==> src/rtl/andrewm_uart_pkg.sv <==
// rtl/andrewm_uart_pkg.sv - shared UART types and constants for the rx and tx blocks
package andrewm_uart_pkg;

  localparam int DATA_BITS            = 8;
  localparam int DEFAULT_CLKS_PER_BIT = 8;

  typedef enum logic [2:0] {
    IDLE      = 3'd0,
    START     = 3'd1,
    DATA      = 3'd2,
    PARITY    = 3'd3,
    STOP      = 3'd4,
    WAIT_IDLE = 3'd5
  } uart_state_e;

endpackage

==> src/rtl/andrewm_uart_to_parallel_if.sv <==
// rtl/andrewm_uart_to_parallel_if.sv - serial line in, received byte and status out
interface andrewm_uart_to_parallel_if;
  import andrewm_uart_pkg::*;

  logic                 rx;
  logic [DATA_BITS-1:0] data;
  logic                 data_valid;
  logic                 frame_err;
  logic                 parity_err;
  logic                 busy;

  modport master (
    input  rx,
    output data, data_valid, frame_err, parity_err, busy
  );

  modport slave (
    output rx,
    input  data, data_valid, frame_err, parity_err, busy
  );
endinterface

==> src/rtl/andrewm_uart_rx_sync.sv <==
// rtl/andrewm_uart_rx_sync.sv - two-flop synchronizer for the asynchronous rx line, resets to idle-high
module andrewm_uart_rx_sync (
  input  logic clk_i,
  input  logic rst_ni,
  input  logic d_i,
  output logic q_o
);

  logic meta_q;
  logic sync_q;

  always_ff @(posedge clk_i) begin
    if (!rst_ni) begin
      meta_q <= 1'b1;
      sync_q <= 1'b1;
    end else begin
      meta_q <= d_i;
      sync_q <= meta_q;
    end
  end

  assign q_o = sync_q;

endmodule

==> src/rtl/andrewm_uart_to_parallel_core.sv <==
// rtl/andrewm_uart_to_parallel_core.sv - UART receive FSM; UART_RX_PARITY_EN selects 8E1 instead of 8N1
module andrewm_uart_to_parallel_core
  import andrewm_uart_pkg::*;
#(
  parameter int CLKS_PER_BIT = DEFAULT_CLKS_PER_BIT
) (
  input logic                       clk_i,
  input logic                       rst_ni,
  andrewm_uart_to_parallel_if.master bus
);

  localparam int             CW       = $clog2(CLKS_PER_BIT);
  localparam logic [CW-1:0]  CNT_FULL = CW'(CLKS_PER_BIT - 1);
  localparam logic [CW-1:0]  CNT_HALF = CW'(CLKS_PER_BIT / 2 - 1);
  localparam logic [2:0]     LAST_BIT = 3'(DATA_BITS - 1);

  uart_state_e          state_q, state_d;
  logic [CW-1:0]        cnt_q, cnt_d;
  logic [2:0]           bit_q, bit_d;
  logic [DATA_BITS-1:0] shift_q, shift_d;
  logic [DATA_BITS-1:0] data_q, data_d;
  logic                 dv_q, dv_d;
  logic                 fe_q, fe_d;
  logic                 rx_s;
  logic                 tick;
`ifdef UART_RX_PARITY_EN
  logic                 par_q, par_d;
  logic                 pe_q, pe_d;
`endif

  andrewm_uart_rx_sync u_sync (
    .clk_i  (clk_i),
    .rst_ni (rst_ni),
    .d_i    (bus.rx),
    .q_o    (rx_s)
  );

  assign tick = (cnt_q == '0);

  always_comb begin
    state_d = state_q;
    cnt_d   = cnt_q;
    bit_d   = bit_q;
    shift_d = shift_q;
    data_d  = data_q;
    dv_d    = 1'b0;
    fe_d    = 1'b0;
`ifdef UART_RX_PARITY_EN
    par_d   = par_q;
    pe_d    = 1'b0;
`endif
    if (!tick) cnt_d = cnt_q - 1'b1;

    case (state_q)
      IDLE: begin
        if (!rx_s) begin
          state_d = START;
          cnt_d   = CNT_HALF;
        end
      end
      START: begin
        if (tick) begin
          if (rx_s) begin
            state_d = IDLE;
          end else begin
            state_d = DATA;
            bit_d   = '0;
            cnt_d   = CNT_FULL;
          end
        end
      end
      DATA: begin
        if (tick) begin
          shift_d = {rx_s, shift_q[DATA_BITS-1:1]};
          cnt_d   = CNT_FULL;
          bit_d   = bit_q + 1'b1;
          if (bit_q == LAST_BIT) begin
`ifdef UART_RX_PARITY_EN
            state_d = PARITY;
`else
            state_d = STOP;
`endif
          end
        end
      end
`ifdef UART_RX_PARITY_EN
      PARITY: begin
        if (tick) begin
          par_d   = rx_s;
          cnt_d   = CNT_FULL;
          state_d = STOP;
        end
      end
`endif
      STOP: begin
        // Parity is only judged once the stop bit is good; a bad stop wins.
        if (tick) begin
          if (!rx_s) begin
            fe_d    = 1'b1;
            state_d = WAIT_IDLE;
          end else begin
            state_d = IDLE;
`ifdef UART_RX_PARITY_EN
            if (par_q != ^shift_q) begin
              pe_d = 1'b1;
            end else begin
              data_d = shift_q;
              dv_d   = 1'b1;
            end
`else
            data_d = shift_q;
            dv_d   = 1'b1;
`endif
          end
        end
      end
      WAIT_IDLE: begin
        if (rx_s) state_d = IDLE;
      end
      default: state_d = WAIT_IDLE;
    endcase
  end

  always_ff @(posedge clk_i) begin
    if (!rst_ni) begin
      state_q <= WAIT_IDLE;
      cnt_q   <= '0;
      bit_q   <= '0;
      shift_q <= '0;
      data_q  <= '0;
      dv_q    <= 1'b0;
      fe_q    <= 1'b0;
`ifdef UART_RX_PARITY_EN
      par_q   <= 1'b0;
      pe_q    <= 1'b0;
`endif
    end else begin
      state_q <= state_d;
      cnt_q   <= cnt_d;
      bit_q   <= bit_d;
      shift_q <= shift_d;
      data_q  <= data_d;
      dv_q    <= dv_d;
      fe_q    <= fe_d;
`ifdef UART_RX_PARITY_EN
      par_q   <= par_d;
      pe_q    <= pe_d;
`endif
    end
  end

  assign bus.data       = data_q;
  assign bus.data_valid = dv_q;
  assign bus.frame_err  = fe_q;
  assign bus.busy       = (state_q != IDLE);
`ifdef UART_RX_PARITY_EN
  assign bus.parity_err = pe_q;
`else
  assign bus.parity_err = 1'b0;
`endif

endmodule

==> src/rtl/andrewm_uart_to_parallel.sv <==
// rtl/andrewm_uart_to_parallel.sv - UART receiver top; define UART_RX_PARITY_EN for 8E1 frames
module andrewm_uart_to_parallel
  import andrewm_uart_pkg::*;
#(
  parameter int CLKS_PER_BIT = DEFAULT_CLKS_PER_BIT
) (
  input  logic                 clk,
  input  logic                 rst_n,
  input  logic                 rx,
  output logic [DATA_BITS-1:0] data,
  output logic                 data_valid,
  output logic                 frame_err,
  output logic                 parity_err,
  output logic                 busy
);

  andrewm_uart_to_parallel_if u_bus ();

  assign u_bus.rx = rx;

  andrewm_uart_to_parallel_core #(
    .CLKS_PER_BIT (CLKS_PER_BIT)
  ) u_core (
    .clk_i  (clk),
    .rst_ni (rst_n),
    .bus    (u_bus.master)
  );

  assign data       = u_bus.data;
  assign data_valid = u_bus.data_valid;
  assign frame_err  = u_bus.frame_err;
  assign parity_err = u_bus.parity_err;
  assign busy       = u_bus.busy;

endmodule

==> config.mk <==
export PLATFORM = sky130hd
export DESIGN_NAME = andrewm_uart_to_parallel
export DESIGN_NICKNAME = d
export VERILOG_FILES = /design/src/rtl/andrewm_uart_pkg.sv /design/src/rtl/andrewm_uart_to_parallel_if.sv /design/src/rtl/andrewm_uart_rx_sync.sv /design/src/rtl/andrewm_uart_to_parallel_core.sv /design/src/rtl/andrewm_uart_to_parallel.sv
export SDC_FILE = /design/constraint.sdc
export NUM_CORES = 1
export LEC_CHECK = 0
export CAP_MARGIN = 10
export CORE_UTILIZATION = 52
export CTS_CLUSTER_SIZE = 12
export DETAILED_ROUTE_END_ITERATION = 7
export GPL_ROUTABILITY_DRIVEN = 0
export HOLD_SLACK_MARGIN = 0.03
export PLACE_DENSITY_LB_ADDON = 0.05
export SYNTH_ARGS = -nofsm -noshare
export SYNTH_HDL_FRONTEND = slang
export SYNTH_SLANG_ARGS = --single-unit
==> constraint.sdc <==
create_clock -name clk -period 2.8 [get_ports clk]
set_input_delay 0.42 -clock clk [delete_from_list [all_inputs] [get_ports clk]]
set_output_delay 0.42 -clock clk [all_outputs]
set_load 0.1 [all_outputs]
; ---- Word-level counts from Yosys, hierarchy flattened
; Cells that the tools add are included.
[word_totals]
elab_cells = 53
in_bits = 3
out_inout_bits = 12
register_bits = 29
[op_classes]
n_addsub = 2
eq_ne = 12
n_reduce_logical = 9
muxes = 21
[ops]
columns = operator, count
row1 = 2-to-1 mux 3 bit, 15
row2 = one-hot mux 3 bit (5 select lines), 1
row3 = "== test 3 bit, second input constant", 3
row4 = one-hot mux 3 bit (3 select lines), 1
row5 = "!= test 2 x 1 -> 1 bit, second input constant", 4
row6 = logical NOT 3 bit, 2
row7 = "!= test 2 bit, second input constant", 3
row8 = one-hot mux 3 bit (2 select lines), 1
row9 = AND reduction 3 bit, 2
row10 = AND reduction 6 bit, 1
row11 = AND reduction 4 bit, 1
row12 = "adder 3 x 1 -> 3 bit, second input constant", 1
row13 = "== test 3 x 1 -> 1 bit, second input constant", 1
row14 = "== test 3 x 2 -> 1 bit, second input constant", 1
row15 = nonzero test 3 bit, 1
row16 = "subtractor 3 x 1 -> 3 bit, second input constant", 1
row17 = 2-to-1 mux 1 bit, 2
row18 = 2-to-1 mux 2 bit, 1
row19 = AND reduction 2 bit, 1
row20 = nonzero test 2 bit, 1

; ---- Logic depth before layout (Yosys ltp)
; Gate-level depths: netlist (run 1).
[depth]
depth_word = 5
depth_mapped = 8
mapped_depth_nobuf = 6

; ---- Cells and area by module
; From an unflattened synthesis (run 1), not the netlist that was laid out.
[hier_totals]
hier_cells = 143
hier_area_um2 = 1302.5
[modules_own_cells]
columns = mod, area_per_inst_um2, cells_per_inst, seq_area_each_um2, instances
row1 = andrewm_uart_to_parallel_core, 1249.9, 139, 540.5, 1
row2 = andrewm_uart_rx_sync, 52.6, 4, 40.0, 1

; ---- Worst setup path before layout (run 1)
; OpenSTA, ideal clock, no wires.
[synth_timing]
path_type = reg-to-output
startpoint = register u_core.state_q[2]
endpoint = output busy
required_ps = 2380
path_stages_with_launch = 4
arrival_ps = 1214
path_buffers = 1
slack_ps = 1166
path_cell_list = dfxtp_1 buf_2 nor2_1 nand2_1
[synth_between]
elab_chain_len = 1
[synth_rtl]
columns = item, line
row1 = start: declaration, andrewm_uart_to_parallel_core.sv:17  ; uart_state_e state_q, state_d;
row2 = start signal: assignment, andrewm_uart_to_parallel_core.sv:138  ; state_q <= state_d;
row3 = nonzero test 3 bit, andrewm_uart_to_parallel_core.sv:155  ; assign bus.busy = (state_q != IDLE);
row4 = end: declaration, andrewm_uart_to_parallel.sv:14  ; output logic busy
; No other way between the ends.

; ---- Worst setup path in the final report (run 1)
[layout_timing]
startpoint = register u_core.cnt_q[0]
endpoint = register u_core.data_q[4], in the netlist u_core.bus.data[4]
[layout_between]
elab_chain_len = 2
[layout_rtl]
columns = item, line
row1 = start: declaration, andrewm_uart_to_parallel_core.sv:18  ; logic [CW-1:0] cnt_q, cnt_d;
row2 = start signal: assignment, andrewm_uart_to_parallel_core.sv:139  ; cnt_q <= cnt_d;
row3 = logical NOT 3 bit, andrewm_uart_to_parallel_core.sv:38  ; assign tick = (cnt_q == '0);
row4 = AND reduction 3 bit (no line), --
row5 = end signal: assignment, andrewm_uart_to_parallel_core.sv:142  ; data_q <= data_d;
row6 = end: declaration, andrewm_uart_to_parallel_core.sv:21  ; logic [DATA_BITS-1:0] data_q, data_d;
; No other way between the ends.
; A chain may end at the register's enable or synchronous reset.

==> results.py, run 1 <==
metrics = {
    "outcome": {
        "run_status": "complete, no violations",
    },
    "worst_setup_path": {
        "reg2reg_to": "u_core.bus.data[4]",
        "critical_path.n_buffers_inverters": 1,
        "cp-start-kind": "register",
        "timing.critical_path.required_ps": 2980,
        "r2r_slack_ps": 600,
        "worstPathArrival_ps": 2380,
        "cpLargestDelayFamily": "simple AND/OR/NAND/NOR gates",
        "critical_path_peak_fanout": 9,
        "critical_path_max_stage_delay_ps": 580,
        "launch_instance_of_the_worst_register_to_register_path": "u_core.cnt_q[0]",
        "cp_cell_sequence": "inv_1 -> ha_1 -> nor2b_1 -> nand4_1 -> mux2i_1 -> nor2_1",
        "timing_worst_setup_path_type": "register to register",
        "worst_setup_path_end_kind": "register",
        "rr_worst_depth": 6,
        "timing.critical_path.slowest_stage_cell": "nand4_1",
    },
    "place": {
        "preCtsSetupSlack_ps": 587,
        "place.port_buffers": 13,
        "hpwlAfterDp_um": 1540,
    },
    "logic_synthesis": {
        "synth_area_leader_cell": "dfxtp_1",
        "yosysMostFrequentCell": "dfxtp_1",
        "ys_top_cells_by_area": "dfxtp_1, nand2_1, a21oi_1, mux2i_1, nor2_1",
        "ys_seq_area_share_pct": 46.9,
        "ys_ff_latch": 29,
        "post_synth_instance_area_um2": 1240,
        "postSynthCellCount": 147,
        "yosys_warnings": 0,
        "synth_edf_count": 0,
        "synth_area_per_cell_um2": 8.42,
        "yosysTopAreaCellShare_pct": 46.9,
        "postSynthNetCount": 154,
        "synth-main-ff-cell": "dfxtp_1",
        "synth_cell_types": 29,
        "synthTopCellsByCount": "dfxtp_1, nand2_1, a21oi_1",
        "ys_async_sr_fraction_pct": 0,
    },
    "drt": {
        "drtIter0Drc": 27,
        "routedWlPerCell_um": 11.9,
        "detail_route.vias_per_cell": 5.39,
        "finalWirelength_um": 2180,
        "ant_nets": 0,
        "vias": 987,
        "route.detailed.drc": 0,
        "number_of_iterations_in_the_first_detailed_routing_pass": 4,
    },
    "cts": {
        "numCtsBuffers": 5,
        "clock_sink_count": 29,
        "tritoncts": "built",
        "clk_pin_slew_ps": 90,
        "cts-htree-levels": 2,
        "clock_latency_ps": 320,
        "cts.repair_timing.setup_buffer_count": 0,
        "post_cts_resized": 0,
        "clock-root-buffer": "clkbuf_4",
        "cts-root-to-sink-buffers": 2,
        "postCtsHoldBufs": 0,
    },
    "power": {
        "cellLeakagePower_nw": 0.584,
        "ir_drop_uv": 511,
        "cellPowerDensity_nw_per_um2": 737,
    },
    "floorplanning": {
        "num_rows": 17,
        "die_area_um2": 2580,
        "die_height_um": 50.8,
        "floorplan.initialDensity_pct": 55.4,
        "die_w_um": 50.8,
        "number_of_top_level_design_ports": 15,
        "core_region_area_um2": 2230,
    },
    "finish": {
        "layout.filler_cells": 222,
        "drive_above_1_share_pct": 12.3,
        "area_growth_pct": 9.81,
        "insertedDiodeCount": 0,
        "num-nets-final": 162,
    },
    "hold_path": {
        "hold_path_depth": 1,
        "worstHoldEndpoint": "u_core.u_sync.q_o",
        "worst_hold_startpoint": "u_core.u_sync.meta_q",
        "hold_class": "register to register",
    },
    "sta": {
        "max_slew.worst_pin.slew_ps": 642,
        "timing.final.crit_share_pct": 78.6,
        "timing.setup.tns_ps": 0,
        "hold_viol": 0,
        "maximum_clock_frequency_mhz": 454,
        "period_needed_ps": 2200,
        "fin_worst_skew_ps": 7.97,
        "setup-violations-final": 0,
        "slew_viol_final": 0,
        "slew-limit-headroom_pct": 57.1,
        "final.setup.worst_slack_ps": 598,
        "grt_setup_unrepaired": "false",
    },
    "global_routing": {
        "via_count_of_the_first_global_routing_pass": 880,
        "grt_antenna_before_repair": 0,
        "globalRoute.totalOverflow": 0,
        "grt_usage_pct": 20.6,
        "grt_max_degree": 23,
        "grt_pass1_wl_um": 3860,
    },
    "flow_run": {
        "cap_violations": 0,
    },
}
[registers in the layout (all words and copies together) (netlist names)]
name	count
u_core.bus.frame_err	1
u_core.bus.data_valid	1
u_core.u_sync.q_o	1
u_core.bit_q	3
u_core.bus.data	8
u_core.cnt_q	3
u_core.state_q	3
u_core.shift_q	8
u_core.u_sync.meta_q	1
[how the worst max path moves through the flow]
stage	from	endpoint	slack, ps	cells past startpoint
global route	u_core.cnt_q[0]	u_core.bus.data[4]	330	6
global placement	u_core.cnt_q[0]	u_core.bus.data[2]	690	6
CTS	u_core.cnt_q[0]	u_core.bus.data[4]	590	6
detailed placement	u_core.cnt_q[0]	u_core.bus.data[4]	590	6
floorplan	u_core.state_q[2]	busy	1170	3
finish	u_core.cnt_q[0]	u_core.bus.data[4]	600	6
[logic make-up after synthesis]
family	synth area share, %
muxes	6.47
AOI/OAI and AO/OA	13.5
DFF	46.9
other	0.303
buffers and inverters	7.48
and+or+nand+nor	21.2
adders and majority gates	4.04
[worst register-to-register path: cells and delay by family, from the launching register on]
family	cells	cell delay (ps)
buf+inv	1	100
mux	1	320
simple gates	3	1140
flops	1	310
fa+ha+maj	1	200
[metrics by stage]
stage	area [um2]	hold WS, ps	util (%)	power [mW]	cells
detailed placement	1300	397	58.4	0.761	176
floorplan	1240	386	-	0.735	147
global placement	1300	389	58.4	0.752	176
finish	1360	414	60.8	1.00	183
CTS	1360	417	60.8	1.01	183
global route	1360	428	60.8	1.07	183
[report_power, final]
part | leakage (nW) | total, mW | internal, mW | switching (mW)
sequential | 0.236 | 0.476 | 0.442 | 0.0339
clock | 0.0314 | 0.248 | 0.118 | 0.129
combinational | 0.317 | 0.279 | 0.0933 | 0.185
[final cells by class]
type	instances	area (um2)	area share [%]
Sequential cell	29	581	42.7
Multi-Input combinational cell	101	564	41.5
Timing Repair Buffer	13	103	7.55
Clock buffer	7	55.1	4.05
Tap cell	28	35.0	2.58
Inverter	5	21.3	1.57
[per-layer routing]
layer  vias to the layer above  global-route usage, %  wire length [um]
li1                        508                      -                 -
met1                       448                   27.0              1050
met2                        25                   29.1               954
met3                         6                   9.09               122
met4                         0                   8.33                45
met5                         -                      0                 0
[placed cells by master, fill, tap and decap left out, types with 2 or more instances in the layout]
| cell type | n |
|---|---|
| inv_1 | 4 |
| clkbuf_4 | 5 |
| buf_4 | 11 |
| nand3_1 | 3 |
| o21ai_1 | 2 |
| ha_1 | 4 |
| a211oi_1 | 2 |
| dfxtp_1 | 29 |
| mux2i_1 | 8 |
| nand2_1 | 25 |
| nor3_1 | 7 |
| clkdlybuf4s50_1 | 2 |
| nand2b_1 | 5 |
| nor2_1 | 15 |
| or3_1 | 2 |
| a21oi_1 | 17 |
(Power assumes the default switching activity.)
==> run 2: changes to the inputs <==
--- a/config.mk
+++ b/config.mk
@@ -6,7 +6,7 @@
 export NUM_CORES = 1
 export LEC_CHECK = 0
 export CAP_MARGIN = 10
-export CORE_UTILIZATION = 52
+export CORE_UTILIZATION = 48
 export CTS_CLUSTER_SIZE = 12
 export DETAILED_ROUTE_END_ITERATION = 7
 export GPL_ROUTABILITY_DRIVEN = 0
==> constraint.sdc (replaced) <==
create_clock -name clk -period 1.81 [get_ports clk]
set_input_delay 0.2715 -clock clk [delete_from_list [all_inputs] [get_ports clk]]
set_output_delay 0.2715 -clock clk [all_outputs]
set_load 0.1 [all_outputs]
==> run 2 against run 1 <==
  * Worst setup slack worse by 450 ps
  * Sequential share of layout area is 2.2 points lower
  * Global-route usage is 0.58 points lower
  * Critical path depth is 3 lower
==> results.py, run 2 (synthesis gave the netlist of run 1 again) <==
metrics = {
    "outcome": {
        "run_status": "complete, no violations",
    },
    "drt": {
        "route.detailed.drc": 0,
        "drtIter0Drc": 22,
        "ant_nets": 0,
        "finalWirelength_um": 2320,
        "vias": 992,
        "number_of_iterations_in_the_first_detailed_routing_pass": 4,
        "detail_route.vias_per_cell": 5.17,
        "routedWlPerCell_um": 12.1,
    },
    "worst_setup_path": {
        "worstPathArrival_ps": 1390,
        "timing.critical_path.required_ps": 1540,
        "cp_cell_sequence": "nor2_1 -> nand2_1 -> buf_12",
        "critical_path.n_buffers_inverters": 1,
        "cpLargestDelayFamily": "flip-flops",
        "critical_path_max_stage_delay_ps": 550,
        "timing_worst_setup_path_type": "register to output port",
        "timing.critical_path.slowest_stage_cell": "dfxtp_1",
        "worst_setup_path_end_kind": "output port",
        "cp-start-kind": "register",
        "critical_path_peak_fanout": 10,
    },
    "power": {
        "ir_drop_uv": 680,
        "proportion_of_power_drawn_by_combinational_gates_pct": 29.8,
        "power.clock.fraction_pct": 26.4,
        "net_switching_fraction_of_the_power_pct": 34.3,
        "internal_power_mw": 1.11,
        "cellLeakagePower_nw": 0.629,
        "cellPowerDensity_nw_per_um2": 1170,
        "seq_pwr_share_pct": 43.8,
        "power.switching_mw": 0.578,
    },
    "global_routing": {
        "via_count_of_the_first_global_routing_pass": 914,
        "grt_antenna_before_repair": 0,
        "globalRoute.totalOverflow": 0,
        "grt_usage_pct": 20.0,
        "grt_pass1_wl_um": 4000,
        "grt_max_degree": 19,
    },
    "flow_run": {
        "cap_violations": 0,
    },
    "cts": {
        "clock_sink_count": 29,
        "cts-root-to-sink-buffers": 2,
        "postCtsHoldBufs": 0,
        "cts.repair_timing.setup_buffer_count": 0,
        "post_cts_resized": 0,
        "clock-root-buffer": "clkbuf_4",
        "tritoncts": "built",
        "cts-htree-levels": 2,
        "numCtsBuffers": 5,
        "clock_latency_ps": 320,
        "clk_pin_slew_ps": 90,
    },
    "finish": {
        "insertedDiodeCount": 0,
        "drive_above_1_share_pct": 16.7,
        "most_frequent_standard_cell_in_the_layout_excluding_fill_and_tap_cells": "dfxtp_1",
        "num-nets-final": 168,
        "area_growth_pct": 15.9,
        "mostFrequentLayoutCells": "dfxtp_1, nand2_1, a21oi_1",
        "final_core_utilization_pct": 58.4,
        "layout.filler_cells": 214,
    },
    "sta": {
        "timing.setup.tns_ps": 0,
        "setup-violations-final": 0,
        "slew_viol_final": 0,
        "period_needed_ps": 1660,
        "final.setup.worst_slack_ps": 145,
        "hold_viol": 0,
        "fin_worst_skew_ps": 7.41,
        "grt_setup_unrepaired": "false",
        "maximum_clock_frequency_mhz": 601,
        "timing.final.crit_share_pct": 92.0,
    },
    "floorplanning": {
        "die_height_um": 52.8,
        "die_area_um2": 2790,
        "floorplan.initialDensity_pct": 50.4,
        "core_region_area_um2": 2450,
        "die_w_um": 52.8,
        "num_rows": 18,
        "number_of_top_level_design_ports": 15,
    },
    "place": {
        "hpwlAfterDp_um": 1620,
        "place.port_buffers": 13,
        "preCtsSetupSlack_ps": 276,
    },
    "hold_path": {
        "hold_class": "register to register",
    },
}
-- run 2: path summary, 6_finish.rpt --
| check | depth (start not counted) | slack (ps) | to | from |
|---|---|---|---|---|
| worst max-delay path | 3 | 150 | busy | u_core.state_q[2] |
| worst min-delay path | 1 | 420 | u_core.u_sync.q_o | u_core.u_sync.meta_q |
| worst max register to register | 7 | 240 | u_core.shift_q[7] | u_core.cnt_q[0] |
| worst min register to register | 1 | 420 | u_core.u_sync.q_o | u_core.u_sync.meta_q |
-- run 2: final cells by class --
type	instances	area (um2)	area share (%)
clock buffers	7	65.1	4.54
clock inverters	1	5.00	0.349
inverters	5	21.3	1.48
multi-input cells	101	564	39.4
flip-flops and latches	29	581	40.5
well taps	30	37.5	2.62
repair buffers	19	160	11.2
-- run 2: metal layers --
metal  vias to the layer above  global-route usage, %  routed length (um)
met5                         -                      0                   0
met4                         0                   8.33                  13
met3                         2                   6.38                  82
met2                        16                   30.2                1020
met1                       454                   25.9                1210
li1                        520                      -                   -
-- run 2: power groups by stage --
stage | combinational, mW | sequential, mW | clock, mW
finish | 0.501 | 0.738 | 0.445
global route | 0.548 | 0.750 | 0.490
CTS | 0.503 | 0.735 | 0.452
detailed placement | 0.500 | 0.750 | 0
global placement | 0.486 | 0.750 | 0
floorplan | 0.399 | 0.737 | 0
-- run 2: per-stage QoR --
stage | hold slack (ps) | cell area, um2 | power [mW] | instances
after floorplan | 373 | 1240 | 1.14 | 147
after global placement | 390 | 1360 | 1.24 | 184
after detailed placement | 399 | 1360 | 1.25 | 184
after CTS | 423 | 1430 | 1.69 | 192
after global routing | 476 | 1430 | 1.79 | 192
final | 421 | 1430 | 1.68 | 192
-- run 2: worst reg2reg max path: cells and delay by family, from the launching register on --
| family | cells | cell delay (ps) |
|---|---|---|
| compound gates | 1 | 120 |
| fa+ha+maj | 1 | 190 |
| flops | 1 | 320 |
| buf+inv | 2 | 280 |
| simple gates | 3 | 600 |
==> run 3: changes to the inputs <==
==> constraint.sdc (replaced) <==
create_clock -name clk -period 1.52 [get_ports clk]
set_input_delay 0.228 -clock clk [delete_from_list [all_inputs] [get_ports clk]]
set_output_delay 0.228 -clock clk [all_outputs]
set_load 0.1 [all_outputs]
==> run 3 against run 2 <==
  * Worst setup slack worse by 98 ps
  * Combinational power up 63%
  * Power up 32%
  * Flip-flop and latch count unchanged
  * Non-clock buffer count up 7
  * First-iteration DRC count up 18%
  * Register-to-register slack worse by 170 ps
  * Cell count up 3.6%
  * Global-route usage up 1.1 points
  * Count of clock-buffer cells in the layout unchanged
  * Critical path type unchanged
  * Critical endpoint unchanged
  * Largest power group unchanged
==> results.py, run 3 (synthesis gave the netlist of run 1 again) <==
metrics = {
    "sta": {
        "fin_worst_skew_ps": 9.07,
        "final.setup.worst_slack_ps": 47.4,
        "timing.hold.ws_ps": 420,
        "slew_viol_final": 0,
        "maximum_clock_frequency_mhz": 679,
        "timing.final.crit_share_pct": 96.9,
        "hold_viol": 0,
        "timing.setup.tns_ps": 0,
        "period_needed_ps": 1470,
        "setup-violations-final": 0,
    },
    "power": {
        "total_power_mw": 2.23,
        "cellPowerDensity_nw_per_um2": 1330,
        "ir_drop_uv": 897,
        "cellLeakagePower_nw": 0.698,
    },
    "worst_setup_path": {
        "critical_path_max_stage_delay_ps": 400,
        "r2r_slack_ps": 70,
        "timing.critical_path.required_ps": 1290,
        "critical_path.n_buffers_inverters": 1,
        "worst_setup_path_end_kind": "output port",
        "launch_instance_of_the_worst_register_to_register_path": "u_core.cnt_q[1]",
        "rr_worst_depth": 7,
        "worstPathArrival_ps": 1240,
        "crit_cells": 3,
        "critical_path_peak_fanout": 6,
        "reg2reg_to": "u_core.cnt_q[2]",
        "timing.critical_path.slowest_stage_cell": "dfxtp_1",
        "cp_cell_sequence": "nor2_2 -> nand2_2 -> buf_12",
        "cp-start-kind": "register",
        "cpLargestDelayFamily": "flip-flops",
        "timing_worst_setup_path_type": "register to output port",
    },
    "place": {
        "hpwlAfterDp_um": 1750,
        "preCtsSetupSlack_ps": 21.8,
        "place.port_buffers": 13,
        "placed_cell_area_um2": 1560,
        "post-place-cells": 191,
    },
    "floorplanning": {
        "floorplan.initialDensity_pct": 50.4,
        "num_rows": 18,
        "number_of_top_level_design_ports": 15,
        "core_region_area_um2": 2450,
        "die_area_um2": 2790,
        "die_height_um": 52.8,
        "die_w_um": 52.8,
    },
    "cts": {
        "clock_latency_ps": 330,
        "cts-root-to-sink-buffers": 2,
        "clock_sink_count": 29,
        "cts-htree-levels": 2,
        "clock-root-buffer": "clkbuf_4",
        "numCtsBuffers": 5,
        "tritoncts": "built",
        "clk_pin_slew_ps": 80,
        "cts.repair_timing.setup_buffer_count": 0,
    },
    "finish": {
        "num-nets-final": 175,
        "mostFrequentLayoutCells": "dfxtp_1, nand2_1, a21oi_1",
        "final-instance-count-excl-fill": 199,
        "area_growth_pct": 35.0,
        "final_core_utilization_pct": 68.0,
        "area_of_all_placed_cells_without_fillers_um2": 1670,
        "insertedDiodeCount": 0,
        "layout.filler_cells": 200,
        "drive_above_1_share_pct": 27.2,
        "most_frequent_standard_cell_in_the_layout_excluding_fill_and_tap_cells": "dfxtp_1",
    },
    "global_routing": {
        "globalRoute.totalOverflow": 0,
        "grt_usage_pct": 21.1,
        "grt_pass1_wl_um": 4150,
        "via_count_of_the_first_global_routing_pass": 956,
        "grt_max_degree": 20,
        "grt_antenna_before_repair": 0,
    },
    "hold_path": {
        "hold_class": "register to register",
        "worst_hold_startpoint": "u_core.u_sync.meta_q",
        "worstHoldEndpoint": "u_core.u_sync.q_o",
        "hold_path_depth": 1,
    },
    "outcome": {
        "run_status": "complete, no violations",
    },
    "drt": {
        "finalWirelength_um": 2620,
        "vias": 1045,
        "drtIter0Drc": 26,
        "ant_nets": 0,
        "route.detailed.drc": 0,
        "number_of_iterations_in_the_first_detailed_routing_pass": 4,
        "detail_route.vias_per_cell": 5.25,
        "routedWlPerCell_um": 13.1,
    },
    "flow_run": {
        "cap_violations": 0,
    },
}
## run 3: cell types whose count changed in the layout (fill, tap and decap cells not counted), sizes merged
| cell | previous run | this run |
|---|---|---|
| buf | 17 | 24 |
## run 3: metal layers
| metal | up-vias | wire, um | GRT usage [%] |
|---|---|---|---|
| li1 | 533 | - | - |
| met1 | 483 | 1210 | 26.4 |
| met2 | 23 | 1240 | 33.3 |
| met3 | 6 | 118 | 5.22 |
| met4 | 0 | 46 | 10.5 |
| met5 | - | 0 | 0 |
## run 3: repair_timing
action,4_1_cts,5_1_grt
gates resized for setup,4,10
setup endpoints to repair,13,22
hold buffers,0,0
pin swaps,0,1
endpoints found under the hold margin,0,0
## run 3: cell type report
cell class | instances | area (um2) | share of cell area (%)
sequential | 29 | 584 | 35.0
clock buffer | 7 | 65.1 | 3.90
inverter | 5 | 21.3 | 1.27
clock inverter | 1 | 5.00 | 0.300
timing repair buffer | 26 | 354 | 21.2
tap | 30 | 37.5 | 2.25
multi-input combinational | 101 | 603 | 36.1
## run 3: power breakdown
part / total, mW / internal [mW] / switching [mW]
clock network: 0.533 / 0.268 / 0.266
registers: 0.877 / 0.819 / 0.0583
logic: 0.818 / 0.369 / 0.449
## run 3: how the worst max path moves through the flow
| stage | from | to | slack [ps] |
|---|---|---|---|
| 4_1_cts | u_core.cnt_q[0] | u_core.shift_q[2] | 3 |
| 6_report | u_core.state_q[0] | busy | 50 |
| 2_1_floorplan | u_core.cnt_q[0] | u_core.bus.data[0] | 60 |
| 3_5_place_dp | u_core.cnt_q[1] | u_core.shift_q[3] | 20 |
| 5_1_grt | u_core.state_q[0] | busy | -9 |
| 3_3_place_gp | u_core.cnt_q[0] | u_core.shift_q[2] | 50 |
